<file path="src/rtl/timebase_ctrl.sv">
// Horizontal timebase controller: turns up/down button levels into a
// saturating scale index with press-step and hold-to-repeat, and paces ADC
// capture with a one-cycle sample strobe whose period follows the scale.
module timebase_ctrl #(
  parameter int unsigned CLK_NS          = 10,
  parameter int unsigned SAMPLES_PER_DIV = 100,
  parameter int unsigned DEFAULT_SCALE   = 9,
  parameter int unsigned HOLD_CYCLES     = 50000000,
  parameter int unsigned REPEAT_CYCLES   = 10000000
) (
  input  logic        clk,
  input  logic        rst,
  input  logic        btn_up,
  input  logic        btn_down,
  input  logic        run,
  output logic [3:0]  scale_out,
  output logic        scale_changed,
  output logic        sample_tick,
  output logic [13:0] tick_period
);

  // Clocks per capture sample at one ns of time/div resolution.
  localparam int unsigned DIV = CLK_NS * SAMPLES_PER_DIV;

  localparam logic [3:0] MAX_SCALE = 4'd12;

  // Time/div in ns for each scale index.
  localparam int unsigned TIME_NS [13] = '{
    1000, 2000, 5000, 10000, 20000, 50000, 100000,
    200000, 500000, 1000000, 2000000, 5000000, 10000000
  };

  // Strobe period per scale index, fixed at elaboration.
  localparam logic [13:0] PERIOD_TBL [13] = '{
    14'(TIME_NS[0]  / DIV), 14'(TIME_NS[1]  / DIV), 14'(TIME_NS[2]  / DIV),
    14'(TIME_NS[3]  / DIV), 14'(TIME_NS[4]  / DIV), 14'(TIME_NS[5]  / DIV),
    14'(TIME_NS[6]  / DIV), 14'(TIME_NS[7]  / DIV), 14'(TIME_NS[8]  / DIV),
    14'(TIME_NS[9]  / DIV), 14'(TIME_NS[10] / DIV), 14'(TIME_NS[11] / DIV),
    14'(TIME_NS[12] / DIV)
  };

  localparam logic [3:0]  RESET_SCALE  = 4'(DEFAULT_SCALE);
  localparam logic [25:0] HOLD_LAST    = 26'(HOLD_CYCLES - 1);
  localparam logic [25:0] REPEAT_LAST  = 26'(REPEAT_CYCLES - 1);

  typedef enum logic [1:0] {
    ST_IDLE,
    ST_WAIT_HOLD,
    ST_REPEAT
  } state_e;

  typedef enum logic {
    DIR_DOWN,
    DIR_UP
  } dir_e;

  // Table lookup; indices past the top of the table read as the slowest period.
  function automatic logic [13:0] period_of(input logic [3:0] idx);
    logic [13:0] p;
    p = PERIOD_TBL[12];
    for (int i = 0; i < 13; i++) begin
      if (idx == 4'(i)) p = PERIOD_TBL[i];
    end
    return p;
  endfunction

  state_e      state_q, state_d;
  dir_e        dir_q, dir_d;
  logic [25:0] hold_q, hold_d;
  logic        step;
  logic        released;

  logic [3:0]  scale_q, scale_d;
  logic        changed;
  logic        changed_q;
  logic [13:0] period_q;

  logic [13:0] tick_cnt_q;
  logic        tick_q;

  // Button FSM next-state: press steps once, long hold enters auto-repeat.
  always_comb begin
    // NOTE: every combinational output gets a default first so no path
    // through the case leaves it unassigned and infers a latch.
    state_d = state_q;
    dir_d   = dir_q;
    hold_d  = hold_q;
    step    = 1'b0;
    // The latched button let go, or the opposite one joined in.
    released = (dir_q == DIR_UP) ? (!btn_up || btn_down) : (!btn_down || btn_up);

    case (state_q)
      ST_IDLE: begin
        if (btn_up ^ btn_down) begin
          step    = 1'b1;
          dir_d   = btn_up ? DIR_UP : DIR_DOWN;
          hold_d  = '0;
          state_d = ST_WAIT_HOLD;
        end
      end
      ST_WAIT_HOLD: begin
        if (released) begin
          hold_d  = '0;
          state_d = ST_IDLE;
        end else if (hold_q == HOLD_LAST) begin
          step    = 1'b1;
          hold_d  = '0;
          state_d = ST_REPEAT;
        end else begin
          hold_d = hold_q + 26'd1;
        end
      end
      ST_REPEAT: begin
        if (released) begin
          hold_d  = '0;
          state_d = ST_IDLE;
        end else if (hold_q == REPEAT_LAST) begin
          step   = 1'b1;
          hold_d = '0;
        end else begin
          hold_d = hold_q + 26'd1;
        end
      end
      default: begin
        hold_d  = '0;
        state_d = ST_IDLE;
      end
    endcase
  end

  // Saturating scale step; a step that hits a limit leaves the value alone.
  always_comb begin
    scale_d = scale_q;
    if (step) begin
      if (dir_d == DIR_UP) begin
        if (scale_q < MAX_SCALE) scale_d = scale_q + 4'd1;
      end else begin
        if (scale_q != 4'd0) scale_d = scale_q - 4'd1;
      end
    end
    changed = (scale_d != scale_q);
  end

  // Button FSM, scale index and its derived strobe period.
  always_ff @(posedge clk) begin
    // NOTE: sequential state uses non-blocking assignments so every register
    // samples the pre-edge values regardless of statement order.
    if (rst) begin
      state_q   <= ST_IDLE;
      dir_q     <= DIR_UP;
      hold_q    <= '0;
      scale_q   <= RESET_SCALE;
      changed_q <= 1'b0;
      period_q  <= period_of(RESET_SCALE);
    end else begin
      state_q   <= state_d;
      dir_q     <= dir_d;
      hold_q    <= hold_d;
      scale_q   <= scale_d;
      changed_q <= changed;
      period_q  <= period_of(scale_d);
    end
  end

  // Sample strobe: one pulse per period; a scale change restarts the count so
  // the cycle showing scale_changed has a zero count and no strobe.
  always_ff @(posedge clk) begin
    if (rst || !run || changed) begin
      tick_cnt_q <= '0;
      tick_q     <= 1'b0;
    end else if (tick_cnt_q >= period_q - 14'd1) begin
      tick_cnt_q <= '0;
      tick_q     <= 1'b1;
    end else begin
      tick_cnt_q <= tick_cnt_q + 14'd1;
      tick_q     <= 1'b0;
    end
  end

  assign scale_out     = scale_q;
  assign scale_changed = changed_q;
  assign sample_tick   = tick_q;
  assign tick_period   = period_q;

endmodule

</file>
<file path="config.mk">
export PLATFORM = sky130hd
export DESIGN_NAME = timebase_ctrl
export DESIGN_NICKNAME = d
export VERILOG_FILES = /design/src/rtl/timebase_ctrl.sv
export SDC_FILE = /design/constraint.sdc
export NUM_CORES = 1
export LEC_CHECK = 0
export ABC_CLOCK_PERIOD_IN_PS = 2900
export BUFFER_PORTS_ARGS = -buffer_cell sky130_fd_sc_hd__buf_4
export CAP_MARGIN = 10
export CORE_MARGIN = 2
export CORE_UTILIZATION = 47
export CTS_BUF_LIST = sky130_fd_sc_hd__clkbuf_16
export CTS_CLUSTER_SIZE = 14
export DETAILED_ROUTE_END_ITERATION = 16
export PLACE_DENSITY = 0.67
export SLEW_MARGIN = 10
export SYNTH_ARGS = -nofsm -noshare
export SYNTH_HDL_FRONTEND = slang
export SYNTH_SLANG_ARGS = --single-unit
</file>
<file path="constraint.sdc">
create_clock -name clk -period 2.9 [get_ports clk]
set_clock_uncertainty 0.1 [all_clocks]
set_input_delay 0.58 -clock clk [delete_from_list [all_inputs] [get_ports clk]]
set_output_delay 0.58 -clock clk [all_outputs]
set_load 0.005 [all_outputs]
</file>
==> impl_metrics.csv <==
group,metric,value,unit
hold_path,hold_class,"register to register",
worst_setup_path,slowest_delay,340,ps
synthesis,postSynthRegisterBits,62,
placed_design,gp_congestion,0.858,
synthesis,syn_inst,446,
die,number_of_core_rows,32,
route,remaining_drc_errors,0,
global_route,grt_antenna_before_repair,0,
worst_setup_path,path_buf_inv,1,
synthesis,synth.avg_cell_area,8.20,um2
layout,design.final.nets,515,
route,via_count,3248,
synthesis,synth_edf_count,0,
global_route,overflow,0,
die,io_pins,25,
route,initialDrtViolationCount,144,
outcome,outcome,"complete, no violations",
layout,drive_gt1_share,16.5,%
route,antenna_violating_nets_post_route,0,
route,totalWireLength,8080,um
worst_setup_path,crit_arrival,2860,ps
power,peakVddDrop,374,uV
worst_setup_path,critical_path.top_delay_family,"simple AND/OR/NAND/NOR gates",
global_route,grt_usage,20.0,%
layout,antennaDiodeCount,0,
run,cap_violations,0,
power,finalPower,2.70,mW
die,fp.dieArea,0.00850,mm2
layout,fill_cells,699,
die,coreArea,0.00765,mm2
layout,most-common-layout-cells,"60 x dfxtp_1, 56 x nor2_1, 54 x nand2_1, 45 x buf_4, 25 x ha_1",
timing,tcrit_tclk_final,93.6,%
global_route,grt_pass1_vias,3043,
power,switching_share,28.3,%
cts,depth_of_the_cts_h_tree,3,
timing,total_setup_violations_reported_at_the_end_of_the_flow,0,
worst_setup_path,worst_setup_path_start_kind,"register",
layout,layout.core_utilization,57.7,%
cts,clock_latency,320,ps
timing,max_freq,369,MHz
route,firstDrtPassIters,4,
timing,final_hold_fails,0,
synthesis,synth_top_flop_cell,"dfxtp_1",
timing,layout_setup_ws,187,ps
power,internal_power,1.93,mW
timing,timing.final.crit_period,2710,ps
synthesis,postSynth.asyncResetShare,0,%
power,relative_contribution_of_the_clock_network_to_total_power,43.3,%
power,combinationalPowerShare,20.8,%
power,pwr_per_cell_area,612,mW/mm2
layout,final-seq-area,0.00124,mm2
synthesis,synth.net_count,476,
worst_setup_path,crit_fanout,15,
cts,cts-root-to-sink-buffers,2,
timing,setup_tns,0,ps
worst_setup_path,critical-path-slowest-cell,"dfxtp_1",
placed_design,port-buffer-count,23,
route,route.detailed.vias_per_inst,5.49,
power,p_sw,0.763,mW
die,die_width,92.2,um
worst_setup_path,critical_path_class,"register to register",
worst_setup_path,critical_path.endpoint_type,"register",
global_route,grt_pass1_wl,13800,um
route,routedWlPerCell,13.6,um
synthesis,ys_seq_area_share,33.9,%
placed_design,place_worst_setup_slack,26.4,ps
worst_setup_path,cp_cell_sequence,"nor2_1 > nand2_1 > nor3_4 > nand2_1 > nor2_1 > xnor2_1 > ha_1 > nand4_1 > nor4_2 > a211o_1 > nor3b_1 > a21oi_1 > buf_4 > nor3b_1",
layout,most_common_cell_after_layout_fill_and_taps_aside,"dfxtp_1",
cts,number_of_buffers_created_by_cts,9,
die,die_h,92.2,um
cts,cts.clk_slew.worst_paths,60,ps
worst_setup_path,cp_data_required_time,3040,ps
layout,area_growth_synth_to_finish,20.6,%
cts,cts_tree,"built",
cts,clock_sink_count,62,
die,initial_core_util,47.8,%
power,seq_power_share,35.9,%
synthesis,netlist_area,0.00366,mm2
synthesis,synth.distinct_cells,62,
synthesis,yosys_warnings,0,
placed_design,dp_hpwl,6030,um
power,power.leakage,1.74,nW
layout,multi_input_area,0.00229,mm2
cts,cts-root-buf,"clkbuf_16",
timing,finalMaxSlewViolations,0,
global_route,grt_max_degree,16,
[sequential cells by signal, summed over array words and instances, names as in the netlist]
name,count
sample_tick,1
dir_q,1
hold_q,26
tick_period,13
scale_changed,1
state_q,2
tick_cnt_q,14
scale_out,4
[worst register-to-register path: stages, from the launching register on]
cell and delay (ps):
dfxtp_1 340, nor2_1 140, nand2_1 130, nor3_4 170, nand2_1 80, nor2_1 140
xnor2_1 190, ha_1 290, nand4_1 120, nor4_2 70, a211o_1 240, nor3b_1 170
a21oi_1 90, buf_4 190, nor3b_1 200
[Yosys cell counts (5+ instances only)]
master,instances,area share [%]
buf_2,7,0.96
o21ai_0,8,1.1
a211oi_1,7,1.4
inv_1,17,1.7
nor3_1,18,2.5
xor2_1,20,4.8
nand2_1,54,5.5
xnor2_1,21,5.0
nand4_1,17,2.9
or3_1,5,0.86
and4_1,5,1.2
clkbuf_1,9,0.92
nand3_1,17,2.3
a21oi_1,18,2.5
and3_1,6,1.0
nor2_1,56,5.7
ha_1,25,8.6
mux2i_1,6,1.6
dfxtp_1,62,34
[repair_timing]
action,4_1_cts,5_1_grt
setup endpoints to repair,0,15
setup buffers,0,1
hold buffers,0,0
gates resized for setup,0,7
[logic make-up after synthesis]
family	count (synthesis)	share of synthesized area [%]
flops	62	33.9
compound gates	64	12.3
mux	9	2.67
simple gates	209	28.5
fa+ha+maj	25	8.55
xor+xnor	41	9.82
other cells	1	0.103
buf+inv	35	4.14
[power by group through the flow]
stage / combinational, mW / clock [mW] / sequential [mW]
after floorplan: 0.364 / 0 / 0.968
after global placement: 0.546 / 0 / 0.981
after detailed placement: 0.550 / 0 / 0.983
after CTS: 0.554 / 1.19 / 0.965
after global routing: 0.624 / 1.24 / 0.977
final: 0.561 / 1.17 / 0.969
[path summary, 6_finish.rpt]
path	from	to	slack, ps	cells after the start
setup / recovery	tick_period[3]	tick_cnt_q[7]	190	14
hold / removal	hold_q[1]	hold_q[1]	390	2
setup reg to reg	tick_period[3]	tick_cnt_q[7]	190	14
hold reg to reg	hold_q[1]	hold_q[1]	390	2
[metal layers]
metal	wire, um	track usage, %
met1	3810	25.3
met5	0	0
met4	72	5.10
met2	3900	33.9
met3	287	5.18
[metrics by stage]
stage	instance area (um2)	hold slack (ps)	cells
detailed placement	4050	383	575
finish	4410	388	592
CTS	4380	390	591
global route	4410	419	592
global placement	4050	367	575
floorplan	3660	349	446
[area by class of cell]
type / instances / share of cell area (%)
well taps: 102 / 2.89
clock buffers: 9 / 5.11
multi-input cells: 349 / 51.9
flip-flops and latches: 62 / 28.2
clock inverters: 7 / 2.38
repair buffers: 46 / 8.11
inverters: 17 / 1.45
Note: power is estimated with default switching activity, not from simulation.
